===== src/rtl/audio_pkg.sv =====
// rtl/audio_pkg.sv - shared types for the audio sample-rate scheduler
// Contents: SAMPLE_W, sample_t (one audio word), sched_state_t (scheduler FSM states).
package audio_pkg;

  localparam int SAMPLE_W = 16;

  typedef logic [SAMPLE_W-1:0] sample_t;

  typedef enum logic [1:0] {
    IDLE,
    FETCH,
    EFF_WAIT,
    SEND
  } sched_state_t;

endpackage


===== src/rtl/audio_sched_if.sv =====
// rtl/audio_sched_if.sv - sample streams around the scheduler (receiver, effect, DAC)
// Signals: in_sample/in_valid from the receiver; eff_in/eff_start/eff_out to and from
// the effect block; dac_sample/dac_valid/dac_ready handshake to the DAC driver.
// Modports: master = scheduler side, slave = surrounding blocks.
interface audio_sched_if;
  import audio_pkg::*;

  sample_t in_sample;
  logic    in_valid;
  sample_t eff_in;
  logic    eff_start;
  sample_t eff_out;
  sample_t dac_sample;
  logic    dac_valid;
  logic    dac_ready;

  modport master (
    input  in_sample, in_valid, eff_out, dac_ready,
    output eff_in, eff_start, dac_sample, dac_valid
  );

  modport slave (
    output in_sample, in_valid, eff_out, dac_ready,
    input  eff_in, eff_start, dac_sample, dac_valid
  );

endinterface


===== src/rtl/audio_sched_sample_fifo.sv =====
// rtl/audio_sched_sample_fifo.sv - synchronous first-word-fall-through sample FIFO
// Ports: clk, reset (sync, active-high), push/din write side, pop/dout read side
// (dout shows the head without a pop), level occupancy, full, empty.
module sample_fifo
  import audio_pkg::*;
#(
  parameter int FIFO_DEPTH = 8
) (
  input  logic                        clk,
  input  logic                        reset,
  input  logic                        push,
  input  logic                        pop,
  input  sample_t                     din,
  output sample_t                     dout,
  output logic [$clog2(FIFO_DEPTH):0] level,
  output logic                        full,
  output logic                        empty
);

  localparam int AW = $clog2(FIFO_DEPTH);

  sample_t         mem [FIFO_DEPTH];
  logic [AW-1:0]   wr_ptr;
  logic [AW-1:0]   rd_ptr;
  logic            do_push;
  logic            do_pop;

  assign full    = (level == (AW+1)'(FIFO_DEPTH));
  assign empty   = (level == '0);
  assign do_pop  = pop && !empty;
  // A pop frees the slot in the same cycle, so a full FIFO still accepts a write.
  assign do_push = push && (!full || do_pop);
  assign dout    = mem[rd_ptr];

  always_ff @(posedge clk) begin
    if (reset) begin
      wr_ptr <= '0;
      rd_ptr <= '0;
      level  <= '0;
    end else begin
      if (do_push) wr_ptr <= wr_ptr + 1'b1;
      if (do_pop)  rd_ptr <= rd_ptr + 1'b1;
      case ({do_push, do_pop})
        2'b10:   level <= level + 1'b1;
        2'b01:   level <= level - 1'b1;
        default: level <= level;
      endcase
    end
  end

  always_ff @(posedge clk) begin
    if (do_push) mem[wr_ptr] <= din;
  end

endmodule


===== src/rtl/audio_sched.sv =====
// rtl/audio_sched.sv - releases one buffered sample per output period to the DAC
// Ports: clk_25mhz, reset (sync, active-high); bus (master): receiver input, effect
// block and DAC handshake; bypass selects raw vs effect sample; primed, fifo_level,
// overrun, underrun_cnt, late_tick status; clear_flags clears the sticky status.
module audio_sched
  import audio_pkg::*;
#(
  parameter int clock_max   = 25_000_000,
  parameter int SAMPLE_RATE = 8_000,
  parameter int FIFO_DEPTH  = 8,
  parameter int EFF_LATENCY = 2
) (
  input  logic                        clk_25mhz,
  input  logic                        reset,
  audio_sched_if.master               bus,
  input  logic                        bypass,
  output logic                        primed,
  output logic [$clog2(FIFO_DEPTH):0] fifo_level,
  output logic                        overrun,
  output logic [7:0]                  underrun_cnt,
  output logic                        late_tick,
  input  logic                        clear_flags
);

  localparam int PERIOD = clock_max / SAMPLE_RATE;
  localparam int CW     = (PERIOD > 1) ? $clog2(PERIOD) : 1;
  localparam int WW     = $clog2(EFF_LATENCY + 1);
  localparam int LW     = $clog2(FIFO_DEPTH) + 1;
  localparam logic [LW-1:0] HALF      = LW'(FIFO_DEPTH / 2);
  localparam logic [CW-1:0] TICK_LAST = CW'(PERIOD - 1);
  localparam logic [WW-1:0] WAIT_LAST = WW'(EFF_LATENCY - 1);

  sched_state_t  state, state_next;
  logic [CW-1:0] tick_cnt;
  logic          tick;
  logic [WW-1:0] wait_cnt;
  sample_t       last_sample;
  sample_t       eff_hold;
  sample_t       fifo_dout;
  logic          fifo_full;
  logic          fifo_empty;
  logic          fifo_pop;
  logic          primed_q;
  logic          underrun_evt;
  logic          overrun_evt;
  logic          late_evt;
  logic [7:0]    underrun_base;

  // Free-running output-period timer.
  assign tick = (tick_cnt == TICK_LAST);

  always_ff @(posedge clk_25mhz) begin
    if (reset || tick) tick_cnt <= '0;
    else               tick_cnt <= tick_cnt + 1'b1;
  end

  sample_fifo #(.FIFO_DEPTH(FIFO_DEPTH)) u_fifo (
    .clk   (clk_25mhz),
    .reset (reset),
    .push  (bus.in_valid),
    .pop   (fifo_pop),
    .din   (bus.in_sample),
    .dout  (fifo_dout),
    .level (fifo_level),
    .full  (fifo_full),
    .empty (fifo_empty)
  );

  // primed is high from the very cycle the FIFO first reaches half full.
  assign primed = primed_q || (fifo_level >= HALF);

  always_ff @(posedge clk_25mhz) begin
    if (reset)                    primed_q <= 1'b0;
    else if (fifo_level >= HALF)  primed_q <= 1'b1;
  end

  always_ff @(posedge clk_25mhz) begin
    if (reset) state <= IDLE;
    else       state <= state_next;
  end

  always_comb begin
    state_next    = state;
    fifo_pop      = 1'b0;
    underrun_evt  = 1'b0;
    bus.eff_start = 1'b0;
    bus.dac_valid = 1'b0;
    case (state)
      IDLE: begin
        if (tick && primed) begin
          if (!fifo_empty) begin
            state_next = FETCH;
          end else begin
            state_next   = SEND;
            underrun_evt = 1'b1;
          end
        end
      end
      FETCH: begin
        fifo_pop = 1'b1;
        if (bypass) begin
          state_next = SEND;
        end else begin
          bus.eff_start = 1'b1;
          state_next    = EFF_WAIT;
        end
      end
      EFF_WAIT: begin
        if (wait_cnt == WAIT_LAST) state_next = SEND;
      end
      SEND: begin
        bus.dac_valid = 1'b1;
        if (bus.dac_ready) state_next = IDLE;
      end
      default: state_next = IDLE;
    endcase
  end

  // The effect block must see the sample together with eff_start, so in FETCH
  // eff_in comes straight from the FIFO head; afterwards the popped value is held.
  assign bus.eff_in     = (state == FETCH) ? fifo_dout : eff_hold;
  assign bus.dac_sample = last_sample;

  always_ff @(posedge clk_25mhz) begin
    if (reset) begin
      last_sample <= '0;
      eff_hold    <= '0;
      wait_cnt    <= '0;
    end else begin
      case (state)
        FETCH: begin
          last_sample <= fifo_dout;
          eff_hold    <= fifo_dout;
          wait_cnt    <= '0;
        end
        EFF_WAIT: begin
          wait_cnt <= wait_cnt + 1'b1;
          if (wait_cnt == WAIT_LAST) last_sample <= bus.eff_out;
        end
        default: ;
      endcase
    end
  end

  // Status flags: a clear coinciding with a new event still records the event.
  assign overrun_evt   = bus.in_valid && fifo_full && !fifo_pop;
  assign late_evt      = tick && (state != IDLE);
  assign underrun_base = clear_flags ? 8'd0 : underrun_cnt;

  always_ff @(posedge clk_25mhz) begin
    if (reset) begin
      overrun      <= 1'b0;
      late_tick    <= 1'b0;
      underrun_cnt <= 8'd0;
    end else begin
      overrun   <= (overrun && !clear_flags) || overrun_evt;
      late_tick <= (late_tick && !clear_flags) || late_evt;
      if (underrun_evt && underrun_base != 8'hff) underrun_cnt <= underrun_base + 8'd1;
      else                                        underrun_cnt <= underrun_base;
    end
  end

endmodule


===== src/flat_wrapper.sv =====
// flat-port wrapper written by rule: the top's interface ports become plain ports
module audio_sched_flat import audio_pkg::*;
#(
  parameter int clock_max   = 25_000_000,
  parameter int SAMPLE_RATE = 8_000,
  parameter int FIFO_DEPTH  = 8,
  parameter int EFF_LATENCY = 2
)
  (clk_25mhz, reset, bypass, primed, fifo_level, overrun, underrun_cnt, late_tick, clear_flags, bus_in_sample, bus_in_valid, bus_eff_out, bus_dac_ready, bus_eff_in, bus_eff_start, bus_dac_sample, bus_dac_valid);
  audio_sched_if bus_i ();
  input  logic clk_25mhz;
  input  logic reset;
  input  logic bypass;
  output logic primed;
  output logic [$clog2(FIFO_DEPTH):0] fifo_level;
  output logic overrun;
  output logic [7:0] underrun_cnt;
  output logic late_tick;
  input  logic clear_flags;
  input wire logic [$bits(bus_i.in_sample)-1:0] bus_in_sample;
  input wire logic [$bits(bus_i.in_valid)-1:0] bus_in_valid;
  input wire logic [$bits(bus_i.eff_out)-1:0] bus_eff_out;
  input wire logic [$bits(bus_i.dac_ready)-1:0] bus_dac_ready;
  output wire logic [$bits(bus_i.eff_in)-1:0] bus_eff_in;
  output wire logic [$bits(bus_i.eff_start)-1:0] bus_eff_start;
  output wire logic [$bits(bus_i.dac_sample)-1:0] bus_dac_sample;
  output wire logic [$bits(bus_i.dac_valid)-1:0] bus_dac_valid;
  assign bus_i.in_sample = bus_in_sample;
  assign bus_i.in_valid = bus_in_valid;
  assign bus_i.eff_out = bus_eff_out;
  assign bus_i.dac_ready = bus_dac_ready;
  assign bus_eff_in = bus_i.eff_in;
  assign bus_eff_start = bus_i.eff_start;
  assign bus_dac_sample = bus_i.dac_sample;
  assign bus_dac_valid = bus_i.dac_valid;
  audio_sched #(.clock_max(clock_max), .SAMPLE_RATE(SAMPLE_RATE), .FIFO_DEPTH(FIFO_DEPTH), .EFF_LATENCY(EFF_LATENCY)) u_core (.clk_25mhz(clk_25mhz), .reset(reset), .bus(bus_i), .bypass(bypass), .primed(primed), .fifo_level(fifo_level), .overrun(overrun), .underrun_cnt(underrun_cnt), .late_tick(late_tick), .clear_flags(clear_flags));
endmodule

===== config.mk =====
export PLATFORM = sky130hd
export DESIGN_NAME = audio_sched_flat
export DESIGN_NICKNAME = d
export VERILOG_FILES = /design/src/rtl/audio_pkg.sv /design/src/rtl/audio_sched_if.sv /design/src/rtl/audio_sched_sample_fifo.sv /design/src/rtl/audio_sched.sv /design/src/flat_wrapper.sv
export SDC_FILE = /design/constraint.sdc
export NUM_CORES = 1
export LEC_CHECK = 0
export CORE_MARGIN = 2
export CORE_UTILIZATION = 29
export CTS_BUF_LIST = sky130_fd_sc_hd__clkbuf_2
export CTS_CLUSTER_SIZE = 40
export DETAILED_ROUTE_END_ITERATION = 8
export MAX_ROUTING_LAYER = met4
export PLACE_DENSITY = 0.57
export SLEW_MARGIN = 20
export SYNTH_ARGS = -nofsm -noshare
export SYNTH_HDL_FRONTEND = slang
export SYNTH_SLANG_ARGS = --single-unit

===== constraint.sdc =====
create_clock -name clk_25mhz -period 3.24 [get_ports clk_25mhz]
set_input_delay 0.648 -clock clk_25mhz [delete_from_list [all_inputs] [get_ports clk_25mhz]]
set_output_delay 0.648 -clock clk_25mhz [all_outputs]
set_load 0.1 [all_outputs]

* Yosys cells after proc, flatten, opt, wreduce, memory -nomap -nowiden
Memories as Yosys holds them, arrays and structs flattened. A register that Yosys moved wholly into a read port is not among the register bits.
Index checks and enable logic that the tools add are counted.
** Operators by class
- Add/subtract/negate cells :: 7
- Magnitude comparators :: 1
- Reduce and logical (&&, ||, !) cells :: 25
- Muxes and demuxes :: 24
- Equality and inequality tests :: 12
** Operator list (count)
- two-way mux 16 bit :: 2
- case mux 16 bit (2 select lines) :: 1
- two-way mux 8 bit :: 2
- adder 12 x 1 -> 12 bit (second input constant) :: 1
- equality test 12 bit (second input constant) :: 1
- two-way mux 1 bit :: 10
- logical AND 1 bit :: 9
- adder 8 x 1 -> 8 bit (second input constant) :: 1
- two-way mux 2 bit :: 4
- inequality test 8 bit (second input constant) :: 1
- case mux 2 bit (4 select lines) :: 1
- case mux 4 bit (2 select lines) :: 1
- adder 3 x 1 -> 3 bit (second input constant) :: 2
- equality test 2 x 1 -> 1 bit (second input constant) :: 3
- equality test 2 bit (second input constant) :: 3
- two-way mux 3 bit :: 2
- nonzero test 2 bit :: 3
- logical OR 1 bit :: 5
- adder 4 x 1 -> 4 bit (second input constant) :: 1
- equality test 4 bit (second input constant) :: 1
- >= comparator 4 x 3 -> 1 bit (second input constant) :: 1
- zero test 1 bit :: 4
- zero test 4 bit :: 1
- inequality test 2 x 1 -> 1 bit (second input constant) :: 2
- 7 further kinds :: 7
** Storage, ports and cells
- Bits in registers :: 69
- Logic and storage cells :: 82
- Memory bits (writable) :: 128
- Output and inout port bits :: 49
- Memories kept :: 1
** Memory list
- u_core.u_fifo.mem :: words 8, bits a word 16, read ports 1, clocked after Yosys merged registers in 1, write ports 1, line audio_sched_sample_fifo.sv:22 : sample_t mem [FIFO_DEPTH];

* Logic depth before layout (Yosys ltp)
Gate-level depths: netlist of run 1.
- Depth in word-level cells :: 7
- Mapped depth :: 10
- Mapped depth without buffers :: 10

* By module
A second synthesis of run 1 with hierarchy kept.
** Second synthesis, totals
- Cell total of the unflattened synthesis :: 562
- Area, all modules :: 8419.3 um^2
** Modules (own cells, without submodules)
- sample_fifo :: cells an instance 271, instances 1, seq. area each 4103.9 um^2, area an instance 5662.9 um^2
- audio_sched :: cells an instance 291, instances 1, seq. area each 1181.1 um^2, area an instance 2756.4 um^2

* Worst setup path before layout of run 1
No wires, ideal clock.
- Path type :: register to register
- Start point :: reg u_core.u_fifo.level[0]
- End point :: mem u_core.u_fifo.mem[0][0] (netlist name), enable pin
- Slack :: -182 ps
- Arrival time :: 3013 ps
- Buffers on the path :: 0
- Stages on the path, launching flop included :: 5
- Cells stage by stage :: dfxtp_1 > nor3_1 > a31oi_1 > nand2b_1 > nor3_1
** Between the ends
- Longest elaborated chain between the ends :: 7
** RTL lines
- start, declared :: line audio_sched_sample_fifo.sv:15 : output logic [$clog2(FIFO_DEPTH):0] level,
- start signal, assigned :: line audio_sched_sample_fifo.sv:44 : 2'b10: level <= level + 1'b1;
- start signal, assigned :: line audio_sched_sample_fifo.sv:45 : 2'b01: level <= level - 1'b1;
- start signal, assigned :: line audio_sched_sample_fifo.sv:46 : default: level <= level;
- zero test 4 bit :: line audio_sched_sample_fifo.sv:29 : assign empty = (level == '0);
- zero test 1 bit
- logical AND 1 bit :: line audio_sched_sample_fifo.sv:30 : assign do_pop = pop && !empty;
- logical OR 1 bit * :: line audio_sched_sample_fifo.sv:32 : assign do_push = push && (!full || do_pop);
- logical AND 1 bit * :: line audio_sched_sample_fifo.sv:32
- two-way mux 1 bit * :: line audio_sched_sample_fifo.sv:52 : if (do_push) mem[wr_ptr] <= din;
- two-way mux 1 bit (not written as such) * :: line audio_sched_sample_fifo.sv:52
- end, declared :: line audio_sched_sample_fifo.sv:22
Mark *: on every way between the ends. The rest lies on a longest branch, timed or not.

==> results_dict.tcl, run 1 <==
set metrics [dict create \
    status "complete, no violations" \
    synth_ff_type "edfxtp_1" \
    grt_first_pass_wirelength_um 28900 \
    hold_path.class "input pin to flip-flop" \
    fin_total_pwr_mw 4.32 \
    post_drt_wl_per_cell_um 16.5 \
    arrival_ps 2590 \
    core_area_um2 28500 \
    dieWidth_um 173 \
    fin_skew_ps 50.3 \
    insertion_delay_ps 780 \
    path_max_fanout 6 \
    wl_met3_um 656 \
    drt_iter0_markers 302 \
    rsz0062_at_grt "yes" \
    grt_pass1_vias 4982 \
    yosysWarnings 0 \
    fin_crit_sh_pct 99.8 \
    synth_nets 652 \
    viasPerCell 4.49 \
    htreeDepth 4 \
    ys_async_sr_fraction_pct 0 \
    p_leak_nw 3.72 \
    cts_hold_buf 0 \
    numCtsBuffers 17 \
    syn_area_um2 8330 \
    start_kind "flip-flop" \
    worstMarginPinSlew_ps 635 \
    worst_slack_ps 5.62 \
    area_growth_pct 29.0 \
    dp.cells 1077 \
    first_pass_iters 5 \
    setup_viol 0 \
    maxCapViolations 0 \
    clk_path_buf_depth 2 \
    clkSlewWorstSetupHoldPaths_ps 320 \
    grt_use_total_pct 12.8 \
    io_buffers 86 \
    critPathRequiredTime_ps 2590 \
    synth_xor_area_share_pct 1.89 \
    cts_tree "yes" \
    synth_cell_type_count 54 \
    postRouteAntennaNets 0 \
    dp_worst_setup_slack_ps 397 \
    syn_inst 603 \
    antenna_found_initial 2 \
    gp_congestion 0.755 \
    rows 62 \
    final_cell_mix "128 x edfxtp_1, 76 x buf_4, 69 x dfxtp_1" \
    yosys.area_share.adder_pct 1.65 \
    nets 783 \
    synth_top_family_by_area "multiplexers" \
    fin_crit_ps 3230 \
    dr.max_layer_used "met4" \
    p_per_area_nw_per_um2 403 \
    cts_sinks 200 \
    wl_um 18700 \
    synth_edf_count 128 \
    place_hpwl_um 12400 \
    synthSimpleGateAreaFrac_pct 8.88 \
    layout_commonest_cell "edfxtp_1" \
    final_layout_size_suffix_gt1_share_pct 32.3 \
    synthMuxAreaShare_pct 13.2 \
    die-area_um2 30100 \
    syn_avg_cell_area_um2 13.8 \
    relSlewSlack_pct 57.4 \
    wl_met1_um 9140 \
    hold_viol_final 0 \
    stdcell_count 1133 \
    setup_tns_ps 0 \
    cts-root-buf "clkbuf_2" \
    route.detailed.drc 0 \
    fp.dieH_um 173 \
    worst_setup_path_end_kind "output pin" \
    met2_length_um 8720 \
    synth_compound_gate_area_share_pct 7.81 \
    critPathKind "flip-flop to output pin" \
    fmax_mhz 309 \
    start_util_pct 29.3 \
    grt_max_degree 36 \
    ios 87 \
    via_count 5084 \
    seq_area_frac_synth_pct 63.4 \
    irDropWorstVdd_mv 0.217 \
    drv_slew 0 \
    ys_ff_latch 200 \
    post-route-util_pct 37.7 \
    grt_overflow 0 \
]
-- per-layer routing --
metal	vias to the layer above	global-route usage [%]
li1	2522	-
met1	2466	17.3
met4	0	3.92
met3	13	2.92
met2	83	19.3
met5	-	-
-- power by group --
group	internal (mW)	leakage [nW]	total, mW	switching [mW]
clock network	0.267	0.149	1.22	0.949
logic	0.130	1.83	0.320	0.190
registers	2.76	1.75	2.79	0.0311
total	3.15	3.72	4.32	1.17
-- final timing paths --
kind | startpoint | end | slack [ps] | depth (start not counted)
worst max-delay path | flip-flop | bus_eff_in[9] | 6 | 8
worst min-delay path | reset | u_core.underrun_cnt[0] | 320 | 2
worst max register to register | u_core.state[1] | u_core.u_fifo.mem[2][1] | 850 | 8
worst min register to register | u_core.u_fifo.rd_ptr[2] | flip-flop | 500 | 2
-- logic make-up after synthesis --
family                     after synthesis
xor gates and xnor gates                18
muxes                                  103
buffers and inverters                   47
DFF                                    200
and+or+nand+nor                        146
AOI/OAI and AO/OA                       78
adders and majority gates               11
-- metrics by stage --
stage	hold slack, ps	cell area, µm²
CTS	214	10500
global route	239	10700
finish	323	10700
global placement	442	9860
detailed placement	472	9860
floorplan	430	8340
-- cell usage after synthesis, types with 2 or more instances --
library cell,count,share of area [%]
edfxtp_1,128,46
dfxtp_1,72,17
nor2_1,63,2.8
mux2i_1,54,6.5
mux2_2,47,6.4
nor2b_1,21,1.6
a211oi_1,16,1.4
o22ai_1,16,1.2
inv_1,15,0.68
clkbuf_1,14,0.63
nand2_1,14,0.63
a21oi_1,13,0.78
nand3_1,12,0.72
a221oi_2,11,2.0
ha_1,11,1.7
xor2_1,11,1.2
nor3_1,9,0.54
buf_6,8,1.1
nand2b_1,8,0.60
xnor2_1,7,0.74
a221oi_1,5,0.53
and3_1,4,0.30
buf_2,4,0.24
a31o_2,3,0.32
nand4_1,3,0.23
a31oi_1,2,0.15
a32oi_1,2,0.21
buf_1,2,0.090
clkbuf_2,2,0.12
o21ai_0,2,0.12
-- worst max-delay path, cell delays in order, from the launching register on --
cell,delay [ps]
dfxtp_4,450
buf_12,150
buf_16,120
mux2_4,300
o22ai_2,160
a221oi_2,50
buf_4,150
mux2_4,280
buf_12,170
-- registers in the layout, summed over array words and instances, names as in the netlist, named ones only --
| register | flops |
|---|---|
| u_core.bus.dac_sample | 16 |
| u_core.eff_hold | 16 |
| u_core.late_tick | 1 |
| u_core.overrun | 1 |
| u_core.primed_q | 1 |
| u_core.state | 2 |
| u_core.tick_cnt | 12 |
| u_core.u_fifo.level | 4 |
| u_core.u_fifo.mem | 128 |
| u_core.u_fifo.rd_ptr | 3 |
| u_core.u_fifo.wr_ptr | 3 |
| u_core.underrun_cnt | 8 |
| u_core.wait_cnt | 2 |
-- area by class of cell --
type                    instances  area [µm²]
diodes                          2        5.00
fillers                      2734       17700
clock buffers                  17        85.1
inverters                      15        56.3
clock inverters                15         163
repair buffers                144        1570
well taps                     384         480
flip-flops and latches        200        5290
multi-input cells             356        3100
-- what timing repair did --
| item | in CTS | in global routing |
|---|---|---|
| gates resized for setup | 50 | 27 |
| endpoints found under the setup margin | 16 | 16 |
| gates cloned | 3 | 3 |
| buffers inserted | 11 | 7 |
| pin swaps | 2 | 8 |
(Power assumes the default switching activity.)
==> run 2, diff against run 1 <==
- ABC_AREA: not set -> 1
- clock period: 3.24 -> 3.3 ns (I/O delays scaled with it)
==> run 2 against run 1 <==
Against the previous run:
- utilization is 2.1 points lower
- global-route usage is 0.73 points higher
- clock skew is 4.3 ps higher
- sequential share of layout area is 2.2 points higher
- largest cell class unchanged
==> results_dict.tcl, run 2 <==
set metrics [dict create \
    syn_avg_cell_area_um2 9.71 \
    route.detailed.drc 0 \
    ys_ff_latch 200 \
    irDropWorstVdd_mv 0.201 \
    ys_top_cells_by_count "172 x nand2_1, 132 x nor2_1, 128 x edfxtp_1" \
    worst_setup_path_end_kind "output pin" \
    gp_congestion 0.794 \
    grt_use_total_pct 13.6 \
    p_int_mw 3.24 \
    final_cell_mix "172 x nand2_1, 132 x nor2_1, 128 x edfxtp_1" \
    clk_path_buf_depth 2 \
    cts_tree "yes" \
    ys_async_sr_fraction_pct 0 \
    ios 87 \
    power_switching_mw 1.02 \
    critPathKind "flip-flop to output pin" \
    ys_top_cells_by_area "edfxtp_1 45%, dfxtp_1 17%, nand2_1 7.6%" \
    p_per_area_nw_per_um2 414 \
    cts_sinks 200 \
    hold_path.class "input pin to flip-flop" \
    top_register "u_core.u_fifo.mem" \
    start_kind "flip-flop" \
    antenna_found_initial 2 \
    die-area_um2 30800 \
    place_hpwl_um 13200 \
    nets 1015 \
    io_buffers 86 \
    cts-root-buf "clkbuf_2" \
    setup_tns_ps 0 \
    max_stage_delay_ps 460 \
    status "complete, no violations" \
    synth_nets 928 \
    drt_iter0_markers 495 \
    start_util_pct 29.6 \
    setup_viol 0 \
    critical_path_buf_inv_count 3 \
    relSlewSlack_pct 44.0 \
    pwr-share-seq_pct 63.9 \
    core_area_um2 28900 \
    stdcell_count 1365 \
    path_cells "buf_12 -> clkbuf_16 -> nor2_1 -> nor2_1 -> o21ai_0 -> o21ai_1 -> nand2_1 -> nand2_1 -> nand2_1 -> nand2_1 -> buf_12" \
    synth_cell_type_count 39 \
    fp.dieH_um 176 \
    insertion_delay_ps 780 \
    area_growth_pct 20.4 \
    synth_top_area_share_pct 45.0 \
    critPathRequiredTime_ps 2640 \
    grt_max_degree 65 \
    fin_total_pwr_mw 4.26 \
    first_pass_iters 7 \
    worstMarginPinSlew_ps 835 \
    switching_share_pct 23.9 \
    p_leak_nw 3.84 \
    seq_area_frac_synth_pct 61.9 \
    synth_ff_type "edfxtp_1" \
    dieWidth_um 176 \
    grt_first_pass_wirelength_um 31300 \
    grt_pass1_vias 5770 \
    grt_overflow 0 \
    numCtsBuffers 17 \
    syn_inst 879 \
    via_count 6215 \
    synth_edf_count 128 \
    largest_reg_flops 128 \
    clkPwrFrac_pct 30.5 \
    grt.busiest_layer "met2" \
    arrival_ps 2400 \
    dp.cells 1328 \
    cts_hold_buf 0 \
    synthMostInstantiatedCell "nand2_1" \
    yosysWarnings 0 \
    final_layout_size_suffix_gt1_share_pct 14.3 \
    yosysTopAreaCell "edfxtp_1" \
    wl_um 20700 \
    fin_crit_sh_pct 92.6 \
    rsz0062_at_grt "no" \
    grt_util_met2_pct 22.5 \
    htreeDepth 4 \
    use_met1_pct 17.0 \
    viasPerCell 4.55 \
    fin_skew_ps 54.7 \
    layout_commonest_cell "nand2_1" \
    fmax_mhz 327 \
    combPwrFrac_pct 5.6 \
    use_met3_pct 3.29 \
    fin_crit_ps 3060 \
    post-route-util_pct 35.6 \
    rows 62 \
    path_max_fanout 32 \
    clkSlewWorstSetupHoldPaths_ps 310 \
    cp_top_family "simple AND/OR/NAND/NOR gates" \
    post_drt_wl_per_cell_um 15.2 \
    path_common_cell "nand2_1" \
    maxCapViolations 0 \
    hold_viol_final 0 \
    syn_area_um2 8540 \
    crit_slowest_cell "dfxtp_4" \
    drv_slew 0 \
    postRouteAntennaNets 0 \
]
-- run 2: metal layers --
metal	wire [µm]	share of wire [%]
met2	10100	49
met4	161	0.78
met3	983	4.7
met5	0	0
met1	9460	46
-- run 2: stage by stage --
step | worst slack, ps | hold WS, ps | area [µm²]
CTS | 72.3 | 371 | 10200
global placement | 618 | 443 | 9910
floorplan | 405 | 430 | 8540
finish | 243 | 454 | 10300
detailed placement | 561 | 449 | 9910
global route | 0.690 | 368 | 10300
-- run 2: final timing paths --
| check | start | cells past startpoint | slack [ps] | to |
|---|---|---|---|---|
| setup reg to reg | u_core.state[0] | 8 | 870 | u_core.bus.dac_sample[0] |
| setup / recovery | flip-flop | 11 | 240 | bus_eff_in[2] |
| hold / removal | bus_eff_out[14] | 3 | 450 | u_core.bus.dac_sample[14] |
| hold reg to reg | u_core.primed_q | 2 | 480 | u_core.primed_q |
-- run 2: cell type report --
type	count	area (µm²)
fillers	2886	18600
inverters	53	206
well taps	384	480
multi-input cells	587	2820
clock inverters	14	193
clock buffers	18	90.1
flip-flops and latches	200	5290
diodes	2	5.00
repair buffers	107	1200
-- run 2: timing repair --
item,in CTS,in global routing
resized for setup,1,3
endpoints found under the hold margin,0,0
cloned,0,2
buffers inserted,0,1
setup endpoints to repair,5,8
-- run 2: logic make-up (layout without fill, tap and decap cells) --
| group | Yosys count | in the layout | synth area share, % |
|---|---|---|---|
| buffers and inverters | 92 | 192 | 5.13 |
| AOI/OAI and AO/OA | 203 | 203 | 12.2 |
| xor gates and xnor gates | 6 | 6 | 0.615 |
| adders and majority gates | 11 | 11 | 1.61 |
| DFF | 200 | 200 | 61.9 |
| other | 0 | 2 | 0 |
| and+or+nand+nor | 367 | 367 | 18.5 |
-- run 2: worst min-delay path, stage by stage --
cell             delay [ps]
clkdlybuf4s50_1         400
a21oi_1                 120
a21oi_1                  70
-- run 2: power by group through the flow --
stage          combinational, mW  sequential (mW)  clock [mW]
6_report                   0.238             2.72        1.30
5_1_grt                    0.264             2.73        1.45
4_1_cts                    0.242             2.72        1.35
3_5_place_dp               0.241             2.78           0
3_3_place_gp               0.238             2.77           0
2_1_floorplan              0.104             2.79           0
